$ cat src/rtl/brq_fetch_aligner_pkg.sv
// Shared types and constants for the Buraq-mini fetch aligner.
package brq_fetch_pkg;

    typedef enum logic {IDLE, RUN} fetch_state_e;

    localparam logic [1:0] C_OPCODE_32 = 2'b11;
    localparam logic [2:0] PC_STEP_C   = 3'd2;
    localparam logic [2:0] PC_STEP_32  = 3'd4;

endpackage

$ cat src/rtl/brq_fetch_aligner_if.sv
// ICCM read port and decode handshake of the fetch aligner, bundled with directional views.
interface brq_fetch_aligner_if #(
    parameter int DataWidth = 32,
    parameter int HalfWord  = 16,
    parameter int AddrWidth = 15
);
    logic                 fetch_en_i;
    logic [AddrWidth-1:0] iccm_addr_o;
    logic                 iccm_read_o;
    logic [HalfWord-1:0]  iccm_lsb_i;
    logic [HalfWord-1:0]  iccm_msb_i;
    logic                 redirect_i;
    logic [DataWidth-1:0] redirect_pc_i;
    logic [DataWidth-1:0] instr_o;
    logic [DataWidth-1:0] pc_o;
    logic                 instr_valid_o;
    logic                 instr_ready_i;
    logic                 is_compressed_o;
    logic                 illegal_o;

    // Fetch stage side
    modport master (
        input  fetch_en_i, iccm_lsb_i, iccm_msb_i, redirect_i, redirect_pc_i, instr_ready_i,
        output iccm_addr_o, iccm_read_o, instr_o, pc_o, instr_valid_o, is_compressed_o, illegal_o
    );

    // ICCM / decode / execute side
    modport slave (
        output fetch_en_i, iccm_lsb_i, iccm_msb_i, redirect_i, redirect_pc_i, instr_ready_i,
        input  iccm_addr_o, iccm_read_o, instr_o, pc_o, instr_valid_o, is_compressed_o, illegal_o
    );

endinterface

$ cat src/rtl/brq_instr_align.sv
// Combinational RV32C/RV32I instruction assembly from two consecutive ICCM halfwords.
module brq_instr_align #(
    parameter int DataWidth = 32,
    parameter int HalfWord  = 16
) (
    input  logic [HalfWord-1:0]  lsb,
    input  logic [HalfWord-1:0]  msb,
    output logic [DataWidth-1:0] instr,
    output logic                 comp,
    output logic                 illegal,
    output logic [2:0]           step
);
    import brq_fetch_pkg::*;

    always_comb begin
        comp    = (lsb[1:0] != C_OPCODE_32);
        illegal = (lsb == '0);
        if (comp) begin
            instr = {{(DataWidth-HalfWord){1'b0}}, lsb};
            step  = PC_STEP_C;
        end else begin
            instr = {msb, lsb};
            step  = PC_STEP_32;
        end
    end

endmodule

$ cat src/rtl/brq_fetch_aligner.sv
// Fetch stage: drives the ICCM halfword port, aligns 16/32-bit instructions, registers them for decode.
//  state | meaning
//  IDLE  | core disabled, no ICCM reads, held output may still drain
//  RUN   | fetching one instruction per accepted handshake
module brq_fetch_aligner #(
    parameter int                  DataWidth = 32,
    parameter int                  HalfWord  = 16,
    parameter int                  AddrWidth = 15,
    parameter logic [DataWidth-1:0] BootAddr = 32'h0000_0000
) (
    input  logic                brq_clk,
    input  logic                brq_rst,
    brq_fetch_aligner_if.master bus
);
    import brq_fetch_pkg::*;

    fetch_state_e         state, state_next;
    logic [DataWidth-1:0] pc;
    logic [DataWidth-1:0] instr_q;
    logic [DataWidth-1:0] pc_q;
    logic                 valid_q;
    logic                 comp_q;
    logic                 illegal_q;

    logic [DataWidth-1:0] align_instr;
    logic                 align_comp;
    logic                 align_illegal;
    logic [2:0]           align_step;
    logic                 fire;

    brq_instr_align #(
        .DataWidth (DataWidth),
        .HalfWord  (HalfWord)
    ) u_align (
        .lsb     (bus.iccm_lsb_i),
        .msb     (bus.iccm_msb_i),
        .instr   (align_instr),
        .comp    (align_comp),
        .illegal (align_illegal),
        .step    (align_step)
    );

    assign fire = (state == RUN) && !bus.redirect_i && (!valid_q || bus.instr_ready_i);

    always_ff @(posedge brq_clk or posedge brq_rst) begin
        if (brq_rst) begin
            state <= IDLE;
        end else begin
            state <= state_next;
        end
    end

    always_comb begin
        state_next = state;
        case (state)
            IDLE:    if (bus.fetch_en_i)  state_next = RUN;
            RUN:     if (!bus.fetch_en_i) state_next = IDLE;
            default: state_next = IDLE;
        endcase
    end

    // Redirect flushes the held instruction; a same-cycle valid&&ready transfer is still consumed by decode.
    always_ff @(posedge brq_clk or posedge brq_rst) begin
        if (brq_rst) begin
            pc        <= BootAddr;
            instr_q   <= '0;
            pc_q      <= '0;
            valid_q   <= 1'b0;
            comp_q    <= 1'b0;
            illegal_q <= 1'b0;
        end else if (bus.redirect_i) begin
            pc      <= {bus.redirect_pc_i[DataWidth-1:1], 1'b0};
            valid_q <= 1'b0;
        end else if (fire) begin
            instr_q   <= align_instr;
            pc_q      <= pc;
            comp_q    <= align_comp;
            illegal_q <= align_illegal;
            valid_q   <= 1'b1;
            pc        <= pc + {{(DataWidth-3){1'b0}}, align_step};
        end else if (valid_q && bus.instr_ready_i) begin
            valid_q <= 1'b0;
        end
    end

    // Upper pc bits travel with pc_o but never reach the ICCM index, so addresses wrap at the array edge.
    assign bus.iccm_addr_o     = pc[AddrWidth:1];
    assign bus.iccm_read_o     = (state == RUN);
    assign bus.instr_o         = instr_q;
    assign bus.pc_o            = pc_q;
    assign bus.instr_valid_o   = valid_q;
    assign bus.is_compressed_o = comp_q;
    assign bus.illegal_o       = illegal_q;

    logic unused_bits;
    assign unused_bits = ^{pc[DataWidth-1:AddrWidth+1], pc[0], bus.redirect_pc_i[0]};

endmodule
$ cat src/flat_wrapper.sv
// flat-port wrapper written by rule: the top's interface ports become plain ports
module brq_fetch_aligner_flat import brq_fetch_pkg::*;
#(
    parameter int                  DataWidth = 32,
    parameter int                  HalfWord  = 16,
    parameter int                  AddrWidth = 15,
    parameter logic [DataWidth-1:0] BootAddr = 32'h0000_0000
)
  (brq_clk, brq_rst, bus_fetch_en_i, bus_iccm_lsb_i, bus_iccm_msb_i, bus_redirect_i, bus_redirect_pc_i, bus_instr_ready_i, bus_iccm_addr_o, bus_iccm_read_o, bus_instr_o, bus_pc_o, bus_instr_valid_o, bus_is_compressed_o, bus_illegal_o);
  brq_fetch_aligner_if #(.DataWidth(DataWidth), .HalfWord(HalfWord), .AddrWidth(AddrWidth)) bus_i ();
  input  logic brq_clk;
  input  logic brq_rst;
  input wire logic [$bits(bus_i.fetch_en_i)-1:0] bus_fetch_en_i;
  input wire logic [$bits(bus_i.iccm_lsb_i)-1:0] bus_iccm_lsb_i;
  input wire logic [$bits(bus_i.iccm_msb_i)-1:0] bus_iccm_msb_i;
  input wire logic [$bits(bus_i.redirect_i)-1:0] bus_redirect_i;
  input wire logic [$bits(bus_i.redirect_pc_i)-1:0] bus_redirect_pc_i;
  input wire logic [$bits(bus_i.instr_ready_i)-1:0] bus_instr_ready_i;
  output wire logic [$bits(bus_i.iccm_addr_o)-1:0] bus_iccm_addr_o;
  output wire logic [$bits(bus_i.iccm_read_o)-1:0] bus_iccm_read_o;
  output wire logic [$bits(bus_i.instr_o)-1:0] bus_instr_o;
  output wire logic [$bits(bus_i.pc_o)-1:0] bus_pc_o;
  output wire logic [$bits(bus_i.instr_valid_o)-1:0] bus_instr_valid_o;
  output wire logic [$bits(bus_i.is_compressed_o)-1:0] bus_is_compressed_o;
  output wire logic [$bits(bus_i.illegal_o)-1:0] bus_illegal_o;
  assign bus_i.fetch_en_i = bus_fetch_en_i;
  assign bus_i.iccm_lsb_i = bus_iccm_lsb_i;
  assign bus_i.iccm_msb_i = bus_iccm_msb_i;
  assign bus_i.redirect_i = bus_redirect_i;
  assign bus_i.redirect_pc_i = bus_redirect_pc_i;
  assign bus_i.instr_ready_i = bus_instr_ready_i;
  assign bus_iccm_addr_o = bus_i.iccm_addr_o;
  assign bus_iccm_read_o = bus_i.iccm_read_o;
  assign bus_instr_o = bus_i.instr_o;
  assign bus_pc_o = bus_i.pc_o;
  assign bus_instr_valid_o = bus_i.instr_valid_o;
  assign bus_is_compressed_o = bus_i.is_compressed_o;
  assign bus_illegal_o = bus_i.illegal_o;
  brq_fetch_aligner #(.DataWidth(DataWidth), .HalfWord(HalfWord), .AddrWidth(AddrWidth), .BootAddr(BootAddr)) u_core (.brq_clk(brq_clk), .brq_rst(brq_rst), .bus(bus_i));
endmodule
$ cat config.mk
export PLATFORM = sky130hd
export DESIGN_NAME = brq_fetch_aligner_flat
export DESIGN_NICKNAME = d
export VERILOG_FILES = /design/src/rtl/brq_fetch_aligner_pkg.sv /design/src/rtl/brq_fetch_aligner_if.sv /design/src/rtl/brq_instr_align.sv /design/src/rtl/brq_fetch_aligner.sv /design/src/flat_wrapper.sv
export SDC_FILE = /design/constraint.sdc
export NUM_CORES = 1
export LEC_CHECK = 0
export CAP_MARGIN = 20
export CORE_MARGIN = 2
export CORE_UTILIZATION = 41
export DETAILED_ROUTE_END_ITERATION = 16
export PLACE_DENSITY = 0.76
export SLEW_MARGIN = 20
export SYNTH_ARGS = -nofsm -noshare
export SYNTH_HDL_FRONTEND = slang
export SYNTH_SLANG_ARGS = --single-unit
$ cat constraint.sdc
create_clock -name brq_clk -period 3.2 [get_ports brq_clk]
set_input_delay 0.8 -clock brq_clk [delete_from_list [all_inputs] [get_ports brq_clk]]
set_output_delay 0.8 -clock brq_clk [all_outputs]
set_load 0.02 [all_outputs]
==> metrics, run 1 <==
Yosys warnings=0; top_reg_cell synth=dfrtp_1; layout cells sized above 1=6.05%; Setup Fix Bufs, Post-CTS=0; DRC Markers=0; Site Rows=38; synthesized area=4520 um^2; die area=approximately 12000 um^2; routability congestion estimate=~0.79; Worst EP arrival=3.17 ns; number of synthesized flops with an enable pin=0; clock share of power=26.3%; final setup fails=0; Vias per Instance=around 4.9; #FFs+latches synth=~100; ant diodes=0; Reg clk slew, reported paths=0.09 ns; initial antenna violation count=0; port bufs=149; total gr overflow=0; Internal=between 0.002 and 0.0025 W; Fin Setup TNS=0 ns; Data required, critical path=around 3.4 ns; CTS Sinks=98; asr flop ratio synth=100%; CTS tree=done; Sequential Power Share=47.3%; Lkg Pwr=around 2.8 nW; CTS Hold Bufs=0; final setup margin=0.255 ns; # fillers=989; final hold slack=0.476 ns; vias in the first global route=~3800; Antenna Nets Post-Route=0; overall power=between 0.003 and 0.004 W; drt total wl=~11000 um; gr usage total=19.3%; Gate power share=26.4%; Final Critical Period=2.94 ns; final worst path period share=92.0%; outcome=completed; worst min path class=flip-flop to flip-flop; CTS buffer count=9; CP Max Fanout=11; Worst slew margin=63.7%; Sw Ratio=29.7%; Place WS=-0.0943 ns; First-pass DRT Iterations=4; endpoint type of the worst setup path=flip-flop; Iteration-0 DRC Markers=243; vias=3838; hpwl dp=between 8000 and 9000 um; max-slew violations=0; Tightest Pin Transition=0.545 ns; Max Buffers Root-to-Sink=2; max cap viols=0; final hold violations=0; first-pass GRT wire length=approximately 18000 um; largest net degree at the start of global routing=99; Syn Area/Cell=8.87 um^2; Gate Count Post-Synth=510; Final #Nets=just over 700; DIE WIDTH=109 um; post-CTS sizing=0; Worst VDD drop=0.235 mV; unrepaired setup endpoints after global routing=no; die height=~110 um; crit path kind=primary input to flip-flop; Top Ports=152; max frequency=~0.34 GHz; later-pin clock latency in the skew report=0.35 ns; CTS root buf=clkbuf_8; Core ar.=10800 um^2; sequential area share after synthesis=54.2%; Final Skew=0.00788 ns; pwr dens=roughly 510 nW/um^2; synth unique cells=42; syn_nets=approximately 580; wire length per cell=about 14 um; Psw=0.000943 W; Area growth, synth to finish=38.7%; # H-tree levels=3; startpoint types=primary input; starting density of the core=around two fifths
==> cell usage in the layout (no fill, tap or decap), drive strengths merged, types with 6 or more instances in the layout <==
master and instances:
clkbuf 12, nor2 8, clkdlybuf4s50 148, nand3 13
o21ai 50, xnor2 14, and3 6, dfrtp 98
nor4 8, inv 6, nand2 205, nand4 10
buf 13, nor3 9, xor2 10
==> cell families after synthesis <==
group / after synthesis / synth area share, %
AOI/OAI and AO/OA: 60 / 7.05
buffers and inverters: 48 / 6.09
other: 1 / 0.0829
muxes: 2 / 0.443
adders and majority gates: 3 / 0.774
DFF: 98 / 54.2
and+or+nand+nor: 274 / 26.7
xor gates and xnor gates: 24 / 4.65
==> state kept, by name, summed over array words and instances (netlist names) <==
signal                      count
u_core.bus.iccm_read_o          1
u_core.bus.is_compressed_o      1
u_core.bus.illegal_o            1
u_core.bus.instr_valid_o        1
u_core.bus.pc_o                31
u_core.bus.instr_o             32
u_core.pc                      31
==> layout make-up <==
| cell class | instances | area (um^2) | share of cell area [%] |
|---|---|---|---|
| repair buffers | 161 | 1600 | 25.5 |
| flip-flops and latches | 98 | 2450 | 39.1 |
| well taps | 140 | 175 | 2.79 |
| inverters | 7 | 30.0 | 0.479 |
| multi-input cells | 364 | 1820 | 28.9 |
| clock inverters | 3 | 65.1 | 1.04 |
| clock buffers | 12 | 135 | 2.15 |
==> synth_stat cells, types with 3 or more instances <==
| library cell | instances | area share, % |
|---|---|---|
| a31oi_1 | 5 | 0.69 |
| and2_1 | 3 | 0.41 |
| and3_1 | 5 | 0.69 |
| buf_2 | 3 | 0.33 |
| buf_4 | 16 | 2.7 |
| buf_6 | 3 | 0.75 |
| clkbuf_1 | 18 | 1.5 |
| dfrtp_1 | 98 | 54 |
| inv_1 | 6 | 0.50 |
| nand2_1 | 204 | 17 |
| nand3_1 | 13 | 1.4 |
| nand4_1 | 10 | 1.4 |
| nor2_1 | 8 | 0.66 |
| nor3_1 | 8 | 0.89 |
| nor4_1 | 5 | 0.69 |
| o21ai_0 | 41 | 4.5 |
| o21ai_1 | 9 | 1.0 |
| or3_1 | 5 | 0.69 |
| xnor2_1 | 14 | 2.7 |
| xor2_1 | 10 | 1.9 |
==> worst max-delay path, stage by stage <==
cell and delay (ns):
clkdlybuf4s50_1 0.48, and2_1 0.17, inv_1 0.08, xnor2_1 0.15
ha_1 0.17, a31o_2 0.12, or4b_4 0.58, nor4_1 0.37
xnor2_1 0.18, o21ai_1 0.07
==> metrics by stage <==
step	util (%)	area (um^2)	instances
floorplan	-	4530	510
global placement	56.3	6070	770
detailed placement	56.3	6070	770
CTS	58.1	6270	785
global route	58.1	6270	785
finish	58.1	6270	785
==> power groups by stage <==
stage | registers [W] | clock network, W | logic (W)
finish | 0.00150 | 0.000835 | 0.000838
global route | 0.00153 | 0.000922 | 0.000912
CTS | 0.00151 | 0.000865 | 0.000851
detailed placement | 0.00153 | 0 | 0.000847
global placement | 0.00152 | 0 | 0.000832
floorplan | 0.00166 | 0 | 0.000291
==> path summary, 6_finish.rpt <==
check	from	endpoint	slack [ns]	cells past startpoint
worst max-delay path	bus_iccm_lsb_i[1]	u_core.pc[23]$_DFFE_PP0N_	0.26	10
worst min-delay path	u_core.bus.pc_o[28]$_DFFE_PP0P_	u_core.bus.pc_o[28]$_DFFE_PP0P_	0.48	2
worst max register to register	u_core.pc[2]$_DFFE_PP0N_	u_core.pc[23]$_DFFE_PP0N_	0.93	7
worst min register to register	u_core.bus.pc_o[28]$_DFFE_PP0P_	u_core.bus.pc_o[28]$_DFFE_PP0P_	0.48	2
max in group asynchronous	brq_rst	u_core.bus.pc_o[26]$_DFFE_PP0P_	1.84	3
min in group asynchronous	brq_rst	u_core.bus.pc_o[9]$_DFFE_PP0P_	0.91	3
==> per-layer routing <==
layer	global-route usage, %	part of all wire, %	vias to the layer above
li1	-	-	1911
met1	24.6	43	1805
met2	32.9	50	116
met3	4.42	6.4	6
met4	5.68	0.58	0
met5	0	0	-
No activity file was read; power rests on OpenSTA's default activity.
==> run 2: changes to the inputs <==
- CTS_CLUSTER_DIAMETER: unset -> 50
- TNS_END_PERCENT: unset -> 100
==> results of run 2 <==
The final DEF is identical to that of run 1; final timing and power are the same.
==> run 3: changes to the inputs <==
- CORE_MARGIN: 2 -> unset
- HOLD_SLACK_MARGIN: unset -> 0.02
==> run 3 against run 2 <==
Against the previous run:
- critical path depth unchanged
- register-to-register slack barely moved
- via count is 0.65% higher
- wire length is 0.28% lower
- first-iteration DRC count shrank 20%
- highest routed layer unchanged
==> metrics, run 3 (synthesis gave the netlist of run 1 again) <==
Reg clk slew, reported paths=0.09 ns; pwr dens=around 490 nW/um^2; Site Rows=37; initial antenna violation count=0; CTS Sinks=between 90 and 100; max-slew violations=0; port bufs=149; gr usage total=20.5%; crit path kind=primary input to flip-flop; total gr overflow=0; post-CTS sizing=0; DRC Markers=0; layout cells sized above 1=6.80%; hpwl dp=8140 um; # fillers=941; max FFs per register=32; crit-path max cell delay=0.58 ns; later-pin clock latency in the skew report=0.36 ns; largest net degree at the start of global routing=55; worst min path class=flip-flop to flip-flop; CP Max Fanout=11; Top Ports=152; Vias per Instance=4.93; final worst path period share=roughly nine tenths; DIE WIDTH=107 um; drt total wl=11200 um; outcome=completed; CTS tree=done; First-pass DRT Iterations=4; CTS root buf=clkbuf_8; Iteration-0 DRC Markers=195; most frequent cells in the layout=204 x nand2_1, 148 x clkdlybuf4s50_1, 98 x dfrtp_1; overall power=0.00308 W; max cap viols=0; Final Skew=0.0109 ns; Worst slew margin=46.9%; most common cell after layout, fill and taps aside=nand2_1; starting density of the core=43.0%; die height=107 um; CTS buffer count=9; Worst VDD drop=0.238 mV; Placed Area=6100 um^2; Lkg Pwr=2.76 nW; vias=3863; wire length per cell=approximately 14 um; CTS Hold Bufs=0; Final #Nets=714; Worst EP arrival=approximately 3.2 ns; final hold violations=0; worst-path cell chain=clkdlybuf4s50_1 -> and2_1 -> inv_1 -> xnor2_1 -> ha_1 -> a31o_2 -> or4b_4 -> nor4_1 -> xnor2_1 -> o21ai_1; Final Critical Period=2.92 ns; vias in the first global route=3805; Data required, critical path=3.43 ns; Area growth, synth to finish=38.8%; ant diodes=0; most used cell, CP=xnor2_1; Max Buffers Root-to-Sink=2; Antenna Nets Post-Route=0; endpoint type of the worst setup path=flip-flop; # H-tree levels=3; Tightest Pin Transition=0.795 ns; design area=~6300 um^2; unrepaired setup endpoints after global routing=no; Crit-path slowest cell=or4b_4; startpoint types=primary input; max frequency=0.343 GHz; final setup fails=0; Setup Fix Bufs, Post-CTS=0; die area=11500 um^2; Core ar.=roughly 11000 um^2; first-pass GRT wire length=18300 um; routability congestion estimate=0.749
## run 3: power breakdown
part	internal (W)	switching, W	leakage (nW)
sequential	0.00139	0.000115	1.22
combinational	0.000410	0.000433	1.45
clock	0.000319	0.000416	0.0834
total	0.00212	0.000964	2.76
## run 3: metal layers
| metal | GRT usage [%] | part of all wire [%] | up-vias |
|---|---|---|---|
| met4 | 6.75 | 1.2 | 0 |
| li1 | - | - | 1914 |
| met1 | 26.8 | 46 | 1806 |
| met3 | 3.77 | 6.2 | 13 |
| met5 | 0 | 0 | - |
| met2 | 34.1 | 47 | 130 |
## run 3: through the flow
step	util (%)	TNS (ns)	setup WS, ns	instances	hold slack (ns)
finish	59.7	0	0.283	783	0.479
floorplan	-	0	0.397	510	0.453
global placement	58.0	-0.0588	-0.0588	768	0.459
CTS	59.7	0	0.286	783	0.483
global route	59.7	0	0.169	783	0.504
detailed placement	58.0	-0.218	-0.0913	768	0.461
## run 3: path summary, 6_finish.rpt
| path | startpoint | end | slack [ns] | depth (start not counted) |
|---|---|---|---|---|
| max | bus_iccm_lsb_i[1] | u_core.pc[23]$_DFFE_PP0N_ | 0.28 | 10 |
| min | u_core.bus.pc_o[28]$_DFFE_PP0P_ | u_core.bus.pc_o[28]$_DFFE_PP0P_ | 0.48 | 2 |
| max reg2reg | u_core.pc[2]$_DFFE_PP0N_ | u_core.pc[23]$_DFFE_PP0N_ | 0.94 | 7 |
| min reg2reg | u_core.bus.pc_o[28]$_DFFE_PP0P_ | u_core.bus.pc_o[28]$_DFFE_PP0P_ | 0.48 | 2 |
| max in group asynchronous | brq_rst | u_core.pc[18]$_DFFE_PP0N_ | 1.64 | 3 |
| min in group asynchronous | brq_rst | u_core.bus.pc_o[7]$_DFFE_PP0P_ | 0.92 | 2 |
## run 3: area by class of cell
cell class                      instances  area (um^2)  share of cell area (%)
Sequential cell                        98         2450                    39.1
Multi-Input combinational cell        364         1820                    28.9
Timing Repair Buffer                  163         1630                    26.0
Tap cell                              136          170                    2.71
Clock buffer                           11          151                    2.41
Inverter                                7         30.0                   0.478
Clock inverter                          4         27.5                   0.439
## run 3: critical path, delay by kind of cell
| kind | cells | cell delay (ns) |
|---|---|---|
| adder cells (fa/ha/maj) | 1 | 0.17 |
| AO/OA/AOI/OAI | 2 | 0.19 |
| buffers and inverters | 2 | 0.56 |
| XOR/XNOR | 2 | 0.31 |
| AND/OR/NAND/NOR | 3 | 1.12 |
